## config.mk

```make
export PLATFORM = sky130hd
export DESIGN_NAME = traffic_input_ctrl_flat
export DESIGN_NICKNAME = d
export VERILOG_FILES = /design/src/rtl/traffic_input_ctrl_pkg.sv /design/src/rtl/traffic_input_ctrl_if.sv /design/src/rtl/traffic_input_ctrl_debounce.sv /design/src/rtl/traffic_input_ctrl.sv /design/src/flat_wrapper.sv
export SDC_FILE = /design/constraint.sdc
export NUM_CORES = 1
export LEC_CHECK = 0
export ABC_AREA = 1
export BUFFER_PORTS_ARGS = -buffer_cell sky130_fd_sc_hd__buf_2
export CELL_PAD_IN_SITES_DETAIL_PLACEMENT = 1
export CELL_PAD_IN_SITES_GLOBAL_PLACEMENT = 2
export CORE_AREA = 2 2 106 108
export DETAILED_ROUTE_END_ITERATION = 12
export DIE_AREA = 0 0 108 110
export MAX_ROUTING_LAYER = met4
export PLACE_DENSITY_LB_ADDON = 0.2
export SLEW_MARGIN = 20
export SYNTH_ARGS = -nofsm -noshare
export SYNTH_HDL_FRONTEND = slang
export SYNTH_SLANG_ARGS = --single-unit
```

## constraint.sdc

```tcl
create_clock -name clk -period 1.9 [get_ports clk]
set_input_delay 0.095 -clock clk [delete_from_list [all_inputs] [get_ports clk]]
set_output_delay 0.095 -clock clk [all_outputs]
set_load 0.005 [all_outputs]
```

## src/rtl/traffic_input_ctrl_pkg.sv

```systemverilog
// rtl/traffic_input_ctrl_pkg.sv - shared types and defaults for the traffic input front-end
// Purpose: debouncer state encoding, default prescale/debounce lengths and the
//          request-counter width used by traffic_input_ctrl and input_debounce.
// Ports:   none (package).
package traffic_pkg;

   typedef enum logic [1:0] {
      ST_LO,
      WAIT_HI,
      ST_HI,
      WAIT_LO
   } deb_state_e;

   localparam int unsigned TICK_DIV_DEF = 10_000_000;
   localparam int unsigned DEB_LEN_DEF  = 65_536;
   localparam int unsigned REQ_COUNT_W  = 8;

endpackage

```

## src/rtl/traffic_input_ctrl_if.sv

```systemverilog
// rtl/traffic_input_ctrl_if.sv - signal bundle between the pins/FSM side and the input front-end
// Purpose: groups the enable, raw inputs, FSM handshake and front-end outputs.
// Ports:   master - drives ena/btn_raw/night_raw/tick_sync/ped_ack, observes outputs
//          slave  - the front-end: consumes inputs, drives tick/ped_req/night_mode/req_count
interface traffic_input_ctrl_if;
   import traffic_pkg::*;

   logic                   ena;
   logic                   btn_raw;
   logic                   night_raw;
   logic                   tick_sync;
   logic                   ped_ack;
   logic                   tick;
   logic                   ped_req;
   logic                   night_mode;
   logic [REQ_COUNT_W-1:0] req_count;

   modport master (
      output ena, btn_raw, night_raw, tick_sync, ped_ack,
      input  tick, ped_req, night_mode, req_count
   );

   modport slave (
      input  ena, btn_raw, night_raw, tick_sync, ped_ack,
      output tick, ped_req, night_mode, req_count
   );

endinterface

```

## src/rtl/traffic_input_ctrl_debounce.sv

```systemverilog
// rtl/traffic_input_ctrl_debounce.sv - two-flop synchronizer plus four-state debouncer
// Purpose: accepts a level change on raw_i only after DEB_LEN consecutive equal
//          synchronized samples; emits one-cycle rise/fall pulses alongside the level.
// Ports:   clk, rst_n (async active-low), raw_i (asynchronous input),
//          level_o (debounced level), rise_o / fall_o (one-cycle change pulses)
module input_debounce
   import traffic_pkg::*;
#(
   parameter int unsigned DEB_LEN = DEB_LEN_DEF
) (
   input  logic clk,
   input  logic rst_n,
   input  logic raw_i,
   output logic level_o,
   output logic rise_o,
   output logic fall_o
);

   localparam int unsigned    CW     = (DEB_LEN > 1) ? $clog2(DEB_LEN) : 1;
   localparam logic [CW-1:0]  LAST   = CW'(DEB_LEN - 1);
   localparam bit             SINGLE = (DEB_LEN == 1);

   logic          sync1_q, sync2_q;
   deb_state_e    state_q, state_d;
   logic [CW-1:0] cnt_q, cnt_d;
   logic          rise_q, rise_d;
   logic          fall_q, fall_d;

   always_ff @(posedge clk or negedge rst_n) begin
      if (!rst_n) begin
         sync1_q <= 1'b0;
         sync2_q <= 1'b0;
         state_q <= ST_LO;
         cnt_q   <= '0;
         rise_q  <= 1'b0;
         fall_q  <= 1'b0;
      end else begin
         sync1_q <= raw_i;
         sync2_q <= sync1_q;
         state_q <= state_d;
         cnt_q   <= cnt_d;
         rise_q  <= rise_d;
         fall_q  <= fall_d;
      end
   end

   // The first differing sample already counts as 1, so acceptance happens on
   // the DEB_LEN-th consecutive differing sample.
   always_comb begin
      state_d = state_q;
      cnt_d   = cnt_q;
      rise_d  = 1'b0;
      fall_d  = 1'b0;
      case (state_q)
         ST_LO: begin
            if (sync2_q) begin
               if (SINGLE) begin
                  state_d = ST_HI;
                  rise_d  = 1'b1;
               end else begin
                  state_d = WAIT_HI;
                  cnt_d   = CW'(1);
               end
            end
         end
         WAIT_HI: begin
            if (!sync2_q) begin
               state_d = ST_LO;
               cnt_d   = '0;
            end else if (cnt_q == LAST) begin
               state_d = ST_HI;
               cnt_d   = '0;
               rise_d  = 1'b1;
            end else begin
               cnt_d = cnt_q + CW'(1);
            end
         end
         ST_HI: begin
            if (!sync2_q) begin
               if (SINGLE) begin
                  state_d = ST_LO;
                  fall_d  = 1'b1;
               end else begin
                  state_d = WAIT_LO;
                  cnt_d   = CW'(1);
               end
            end
         end
         WAIT_LO: begin
            if (sync2_q) begin
               state_d = ST_HI;
               cnt_d   = '0;
            end else if (cnt_q == LAST) begin
               state_d = ST_LO;
               cnt_d   = '0;
               fall_d  = 1'b1;
            end else begin
               cnt_d = cnt_q + CW'(1);
            end
         end
         default: begin
            state_d = ST_LO;
            cnt_d   = '0;
         end
      endcase
   end

   assign level_o = (state_q == ST_HI) || (state_q == WAIT_LO);
   assign rise_o  = rise_q;
   assign fall_o  = fall_q;

endmodule

```

## src/rtl/traffic_input_ctrl.sv

```systemverilog
// rtl/traffic_input_ctrl.sv - phase-tick prescaler, input debouncing and pedestrian request latch
// Purpose: feeds the light-sequencing FSM with a one-cycle phase tick, a debounced
//          night-mode level and a latched pedestrian request cleared by ped_ack.
// Ports:   clk, rst_n (async active-low)
//          bus (slave): ena, btn_raw, night_raw, tick_sync, ped_ack in;
//                       tick, ped_req, night_mode, req_count out
// Config:  TRAFFIC_PED_COUNT_EN - when defined, req_count counts accepted requests
//          (saturating); otherwise req_count is constant zero.
module traffic_input_ctrl
   import traffic_pkg::*;
#(
   parameter int unsigned TICK_DIV = TICK_DIV_DEF,
   parameter int unsigned DEB_LEN  = DEB_LEN_DEF
) (
   input logic                 clk,
   input logic                 rst_n,
   traffic_input_ctrl_if.slave bus
);

   localparam int unsigned   PW    = $clog2(TICK_DIV);
   localparam logic [PW-1:0] PLAST = PW'(TICK_DIV - 1);

   logic [PW-1:0] pre_cnt_q, pre_cnt_d;
   logic          tick_q, tick_d;
   logic          ped_req_q, ped_req_d;
   logic          btn_level, btn_rise, btn_fall;
   logic          night_level, night_rise, night_fall;
   logic          unused_pulses;

   input_debounce #(.DEB_LEN(DEB_LEN)) u_btn_deb (
      .clk     (clk),
      .rst_n   (rst_n),
      .raw_i   (bus.btn_raw),
      .level_o (btn_level),
      .rise_o  (btn_rise),
      .fall_o  (btn_fall)
   );

   input_debounce #(.DEB_LEN(DEB_LEN)) u_night_deb (
      .clk     (clk),
      .rst_n   (rst_n),
      .raw_i   (bus.night_raw),
      .level_o (night_level),
      .rise_o  (night_rise),
      .fall_o  (night_fall)
   );

   assign unused_pulses = &{1'b0, btn_level, btn_fall, night_rise, night_fall};

   // tick_sync realigns the phase to the FSM's state change and beats a wrap.
   always_comb begin
      pre_cnt_d = pre_cnt_q;
      tick_d    = 1'b0;
      if (bus.tick_sync) begin
         pre_cnt_d = '0;
      end else if (bus.ena) begin
         if (pre_cnt_q == PLAST) begin
            pre_cnt_d = '0;
            tick_d    = 1'b1;
         end else begin
            pre_cnt_d = pre_cnt_q + PW'(1);
         end
      end
   end

   // A fresh press wins over a simultaneous acknowledge.
   assign ped_req_d = btn_rise | (ped_req_q & ~bus.ped_ack);

   always_ff @(posedge clk or negedge rst_n) begin
      if (!rst_n) begin
         pre_cnt_q <= '0;
         tick_q    <= 1'b0;
         ped_req_q <= 1'b0;
      end else begin
         pre_cnt_q <= pre_cnt_d;
         tick_q    <= tick_d;
         ped_req_q <= ped_req_d;
      end
   end

   assign bus.tick       = tick_q;
   assign bus.ped_req    = ped_req_q;
   assign bus.night_mode = night_level;

`ifdef TRAFFIC_PED_COUNT_EN
   logic [REQ_COUNT_W-1:0] req_cnt_q;

   always_ff @(posedge clk or negedge rst_n) begin
      if (!rst_n) begin
         req_cnt_q <= '0;
      end else if (btn_rise && !ped_req_q && (req_cnt_q != '1)) begin
         req_cnt_q <= req_cnt_q + REQ_COUNT_W'(1);
      end
   end

   assign bus.req_count = req_cnt_q;
`else
   assign bus.req_count = '0;
`endif

endmodule

```

## src/flat_wrapper.sv

```systemverilog
// flat-port wrapper written by rule: the top's interface ports become plain ports
module traffic_input_ctrl_flat import traffic_pkg::*;
#(
   parameter int unsigned TICK_DIV = TICK_DIV_DEF,
   parameter int unsigned DEB_LEN  = DEB_LEN_DEF
)
  (clk, rst_n, bus_ena, bus_btn_raw, bus_night_raw, bus_tick_sync, bus_ped_ack, bus_tick, bus_ped_req, bus_night_mode, bus_req_count);
  traffic_input_ctrl_if bus_i ();
  input logic clk;
  input logic rst_n;
  input wire logic [$bits(bus_i.ena)-1:0] bus_ena;
  input wire logic [$bits(bus_i.btn_raw)-1:0] bus_btn_raw;
  input wire logic [$bits(bus_i.night_raw)-1:0] bus_night_raw;
  input wire logic [$bits(bus_i.tick_sync)-1:0] bus_tick_sync;
  input wire logic [$bits(bus_i.ped_ack)-1:0] bus_ped_ack;
  output wire logic [$bits(bus_i.tick)-1:0] bus_tick;
  output wire logic [$bits(bus_i.ped_req)-1:0] bus_ped_req;
  output wire logic [$bits(bus_i.night_mode)-1:0] bus_night_mode;
  output wire logic [$bits(bus_i.req_count)-1:0] bus_req_count;
  assign bus_i.ena = bus_ena;
  assign bus_i.btn_raw = bus_btn_raw;
  assign bus_i.night_raw = bus_night_raw;
  assign bus_i.tick_sync = bus_tick_sync;
  assign bus_i.ped_ack = bus_ped_ack;
  assign bus_tick = bus_i.tick;
  assign bus_ped_req = bus_i.ped_req;
  assign bus_night_mode = bus_i.night_mode;
  assign bus_req_count = bus_i.req_count;
  traffic_input_ctrl #(.TICK_DIV(TICK_DIV), .DEB_LEN(DEB_LEN)) u_core (.clk(clk), .rst_n(rst_n), .bus(bus_i));
endmodule
```

==> out/metrics.yaml, run 1 <==
critical_path:
  worstSetupPathType: "reg2reg"
  critPathRequiredTime_ps: 2150
  cpPeakStageDelay_ps: 370
  reg2reg_depth: 8
  crit_path_top_delay_cell: "dfrtp_1"
  path_buf_inv: 1
  crit_path_start_kind: "flip-flop"
  reg2reg_slack_ps: 190
  end_kind: "flip-flop"
  crit_end: "u_core.u_night_deb.cnt_q[9]"
  critical_path_depth: 8
  arrival_ps: 1960
  r2r-start: "u_core.u_night_deb.cnt_q[1]"
  path_delay_family: "simple AND/OR/NAND/NOR gates"
  critPathLaunch: "u_core.u_night_deb.cnt_q[1]"
  crit_fanout: 14
  r2r_end: "u_core.u_night_deb.cnt_q[9]"
  path_cells: "ha_1 -> nand3_1 -> nor2_4 -> nand4_1 -> nand2_2 -> inv_1 -> nand3_1 -> nand2_1"
  worst_path_most_repeated_cell: "nand3_1"
pwr:
  p_seq_share_pct: 44.0
  p_leak_nw: 1.94
  power_density_mw_per_mm2: 883
  switching_share_pct: 33.0
  combPwrFrac_pct: 22.4
  p_int_mw: 2.52
  clockPowerShare_pct: 33.6
  vdd_drop_max_v: 0.000461
  total_power_mw: 3.77
  switchingPower_mw: 1.25
grt:
  grt_usage_pct: 18.0
  grt_pass1_wl_um: 16000
  grt_start_max_net_pins: 68
  grt.overflow.total: 0
  grt_pass1_vias: 3338
  antenna_found_initial: 0
timing:
  fin_crit_sh_pct: 90.1
  rsz0062_at_grt: "no"
  setup_tns_ps: 0
  setup_viol: 0
  slew_viol_final: 0
  final-hold-violation-count: 0
  fin_skew_ps: 5.33
  timing.final.crit_period_ps: 1710
  fmax_mhz: 584
detailed_routing:
  met3_length_um: 251
  m1WireLength_um: 4400
  vias: 3236
  avgViaCountPerCell: 4.77
  wirelength_um: 9240
  top_layer: "met4"
  postRouteAntennaNets: 0
  wire_per_inst_um: 13.6
  met2WireLength_um: 4440
  dr.pass1.iters: 4
  drt_iter0_drc: 88
  drc: 0
clock_tree:
  root_buffer: "clkbuf_8"
  cts_buffers: 9
  cts_num_sinks: 67
  h-tree-depth: 3
  clk_latency_ps: 360
  clock_path_buffers: 2
  path_clk_slew_ps: 70
  cts_tree: "yes"
placement:
  gp_congestion: 0.772
  hpwlAfterDp_um: 6800
  port_buffers: 9
final_layout:
  largest_reg_flops: 24
  regMostFlops: "u_core.pre_cnt_q"
  top_regs: "u_core.pre_cnt_q x24, u_core.u_btn_deb.cnt_q x16, u_core.u_night_deb.cnt_q x16"
  final_layout_size_suffix_gt1_share_pct: 12.8
  mostFrequentLayoutCells: "125 x nand2_1, 70 x nor2_1, 67 x dfrtp_1, 64 x inv_1, 43 x nand3_1"
  n_antenna_cell: 0
  area_growth_pct: 12.3
  layout_commonest_cell: "nand2_1"
  final_nets: 543
job:
  drv_cap: 0
floorplan:
  rows: 38
  start_util_pct: 35.5
  core_mm2: 0.0107
  die_y_um: 110
  die_x_um: 108
  pin_count: 18
  die-area_mm2: 0.0119
min_path:
  hold_path_class: "in2reg"
  min_path_cells: 3
synth:
  synth_seq_cells: 67
  syn_avg_cell_area_um2: 7.49
  postSynthCellCount: 508
  ys_types: 34
  synth_warnings: 0
  synth_area_mm2: 0.00380
  seq_area_frac_synth_pct: 44.1
run_status:
  status: "complete, no violations"
synthesized netlist by cell type:
master / count / area, um^2
nand2_1: 125 / 469
nor2_1: 71 / 267
dfrtp_1: 67 / 1680
inv_1: 64 / 240
nand3_1: 43 / 215
nor2_2: 18 / 113
nand4_1: 17 / 106
o21ai_0: 13 / 65.1
xor2_1: 13 / 114
a21oi_1: 12 / 60.1
buf_4: 9 / 67.6
nand2_2: 8 / 50.1
o22ai_1: 8 / 50.1
nor3_1: 5 / 25.0
o21bai_1: 5 / 37.5
xnor2_1: 5 / 43.8
ha_1: 3 / 37.5
inv_2: 3 / 11.3
or2_2: 3 / 18.8
nor2_4: 2 / 22.5
a211oi_1: 1 / 7.51
a21boi_0: 1 / 7.51
a31o_2: 1 / 8.76
a31oi_1: 1 / 6.26
and2_0: 1 / 6.26
buf_1: 1 / 3.75
buf_12: 1 / 20.0
buf_6: 1 / 11.3
clkbuf_1: 1 / 3.75
conb_1: 1 / 3.75
inv_4: 1 / 6.26
nand2_4: 1 / 11.3
nand3b_1: 1 / 7.51
o221ai_1: 1 / 8.76
layout make-up:
cell class	count	area, um^2
Clock inverter	4	47.5
Multi-Input combinational cell	367	1800
Tap cell	140	175
Sequential cell	67	1680
Clock buffer	12	165
Timing Repair Buffer	20	153
Inverter	68	258
Fill cell	1372	6430
worst min-delay path, cell delays in order:
cell	delay [ps]
buf_2	130
inv_1	70
nor3_1	60
power by group through the flow:
stage | sequential [mW] | clock [mW] | combinational, mW
floorplan | 1.65 | 0 | 0.608
global placement | 1.68 | 0 | 0.827
detailed placement | 1.69 | 0 | 0.846
CTS | 1.66 | 1.34 | 0.863
global route | 1.68 | 1.39 | 0.968
finish | 1.66 | 1.27 | 0.843
logic make-up (layout without fill, tap and decap cells):
group | Yosys count | count (layout) | share of synthesized area, %
buf+inv | 81 | 104 | 9.58
fa+ha+maj | 3 | 3 | 0.987
simple gates | 295 | 295 | 34.5
other cells | 1 | 8 | 0.0986
xor+xnor | 18 | 18 | 4.15
compound gates | 43 | 43 | 6.61
flops | 67 | 67 | 44.1
what timing repair did:
action                                  in CTS  in global routing
endpoints found under the setup margin       0                 13
hold buffers                                 5                  0
resized for setup                            0                  2
setup buffers                                0                  0
endpoints found under the hold margin       72                  0
worst min path at each step:
stage / start / endpoint / slack (ps)
floorplan: rst_n / asynchronous set/reset pin / -200
global placement: rst_n / u_core.u_night_deb.cnt_q[11] / 150
detailed placement: rst_n / u_core.u_night_deb.cnt_q[11] / 160
CTS: bus_ena / u_core.bus.tick / 20
global route: bus_ena / u_core.bus.tick / 40
finish: bus_ena / u_core.bus.tick / 40
per-stage QoR:
stage | setup WS, ps | instance area, um^2 | util, % | hold slack, ps | cells
after floorplan | 441 | 3830 | - | -201 | 515
after global placement | 177 | 4000 | 37.4 | 150 | 657
after detailed placement | 128 | 4000 | 37.4 | 161 | 657
after CTS | 66.9 | 4260 | 39.8 | 16.0 | 678
after global routing | 9.82 | 4270 | 39.9 | 41.9 | 678
final | 187 | 4270 | 39.9 | 41.3 | 678
per-layer routing:
metal  vias to the layer above  track usage (%)
met1                      1550             21.7
met4                         0             5.77
li1                       1644                -
met3                        14             4.82
met5                         -                -
met2                        28             29.4
Power figures use the tool's default switching activity.
==> run 2: changes to the inputs <==
Settings changed: MAX_ROUTING_LAYER met4 to unset.
==> run 2 against run 1 <==
Effect of this change:
- sequential share of layout area stayed put
- sequential cell count stayed put
- register-to-register slack hardly changed
- non-clock buffer count stayed put
- worst setup slack hardly changed
- power is 0.17% lower
- worst hold slack better by 6.7 ps
- die area stayed put
- largest power group unchanged
- highest routed layer unchanged
==> out/metrics.yaml, run 2 (synthesized netlist as in run 1, its figures left out) <==
run_status:
  status: "complete, no violations"
clock_tree:
  cts_num_sinks: 67
  path_clk_slew_ps: 70
  clk_latency_ps: 350
  cts_setup_buffers: 0
  clock_path_buffers: 2
  root_buffer: "clkbuf_8"
  cts_buffers: 9
  cts_tree: "yes"
  h-tree-depth: 3
job:
  drv_cap: 0
floorplan:
  rows: 38
  pin_count: 18
  die_y_um: 110
  core_mm2: 0.0107
  die_x_um: 108
  start_util_pct: 35.5
  die-area_mm2: 0.0119
pwr:
  switchingPower_mw: 1.24
  combPwrFrac_pct: 22.4
  clockPowerShare_pct: 33.5
  power_density_mw_per_mm2: 881
  switching_share_pct: 32.9
  vdd_drop_max_v: 0.000460
  p_int_mw: 2.52
  p_seq_share_pct: 44.1
  p_leak_nw: 1.94
detailed_routing:
  drc: 0
  met3_length_um: 219
  postRouteAntennaNets: 0
  drt_iter0_drc: 89
  wire_per_inst_um: 13.6
  wirelength_um: 9220
  met2WireLength_um: 4460
  m1WireLength_um: 4400
  top_layer: "met4"
  vias: 3231
  avgViaCountPerCell: 4.77
  dr.pass1.iters: 4
grt:
  grt_start_max_net_pins: 68
  antenna_found_initial: 0
  grt_pass1_vias: 3346
  grt_usage_pct: 17.4
  grt.overflow.total: 0
  grt_pass1_wl_um: 16000
timing:
  final-hold-violation-count: 0
  slew_viol_final: 0
  hold_ws_ps: 48.0
  rsz0062_at_grt: "no"
  fmax_mhz: 584
  fin_skew_ps: 4.98
  setup_slack_ps: 187
  fin_crit_sh_pct: 90.1
  setup_viol: 0
  setup_tns_ps: 0
  timing.final.crit_period_ps: 1710
placement:
  dpl_worst_slack_ps: 128
  port_buffers: 9
  gp_congestion: 0.762
  place_inst: 657
  hpwlAfterDp_um: 6800
critical_path:
  path_cells: "ha_1 -> nand3_1 -> nor2_4 -> nand4_1 -> nand2_2 -> inv_1 -> nand3_1 -> nand2_1"
  crit_path_start_kind: "flip-flop"
  worst_path_most_repeated_cell: "nand3_1"
  crit_fanout: 14
  critPathRequiredTime_ps: 2150
  crit_path_top_delay_cell: "dfrtp_1"
  cpPeakStageDelay_ps: 370
  arrival_ps: 1960
  worstSetupPathType: "reg2reg"
  reg2reg_slack_ps: 190
  end_kind: "flip-flop"
final_layout:
  area_growth_pct: 12.3
  final_cells: 678
  largest_reg_flops: 24
  fill_cells: 1372
  multi_input_area_mm2: 0.00180
  n_antenna_cell: 0
  top_regs: "u_core.pre_cnt_q x24, u_core.u_btn_deb.cnt_q x16, u_core.u_night_deb.cnt_q x16"
  layout_commonest_cell: "nand2_1"
  regArea_mm2: 0.00168
  mostFrequentLayoutCells: "125 x nand2_1, 70 x nor2_1, 67 x dfrtp_1, 64 x inv_1, 43 x nand3_1"
  final_layout_size_suffix_gt1_share_pct: 12.8
  regMostFlops: "u_core.pre_cnt_q"
  final_nets: 543
min_path:
  hold_path_class: "in2reg"
## run 2: stage by stage
stage	power, mW	area, um^2	utilization (%)
after global placement	2.50	4000	37.4
final	3.76	4270	39.9
after floorplan	2.26	3830	-
after global routing	4.04	4270	39.9
after CTS	3.86	4260	39.8
after detailed placement	2.53	4000	37.4
## run 2: worst max-delay path: cells and delay by family, from the launching register on
family | cells | cell delay, ps
DFF | 1 | 370
adders and majority gates | 1 | 190
and+or+nand+nor | 6 | 890
buffers and inverters | 1 | 150
## run 2: timing repair
| item | 4_1_cts | 5_1_grt |
|---|---|---|
| resized for setup | 0 | 2 |
| hold endpoints to repair | 72 | 0 |
| setup endpoints to repair | 0 | 13 |
| hold buffers | 5 | 0 |
## run 2: power by group through the flow
stage	combinational, mW	clock [mW]	sequential (mW)
6_report	0.842	1.26	1.66
5_1_grt	0.968	1.39	1.68
4_1_cts	0.863	1.34	1.66
3_5_place_dp	0.846	0	1.69
3_3_place_gp	0.827	0	1.68
2_1_floorplan	0.608	0	1.65
## run 2: cell type report
class,instances,area share [%]
multi-input combinational,367,42.0
tap,140,4.10
clock inverter,4,1.11
clock buffer,12,3.87
inverter,68,6.04
sequential,67,39.3
timing repair buffer,20,3.57
## run 2: path summary, 6_finish.rpt
kind | cells after the start | from | endpoint
worst min-delay path | 3 | bus_ena | u_core.bus.tick
max in group asynchronous | 3 | rst_n | u_core.pre_cnt_q[16]
worst max register to register | 8 | u_core.u_night_deb.cnt_q[1] | u_core.u_night_deb.cnt_q[9]
min in group asynchronous | 3 | rst_n | u_core.u_night_deb.cnt_q[8]
worst max-delay path | 8 | u_core.u_night_deb.cnt_q[1] | u_core.u_night_deb.cnt_q[9]
worst min register to register | 0 | u_core.u_night_deb.sync1_q | u_core.u_night_deb.sync2_q
## run 2: per-layer routing
layer	track usage, %	up-vias
met3	4.29	12
met4	6.32	0
met2	29.4	28
met5	0	-
li1	-	1643
met1	21.7	1548
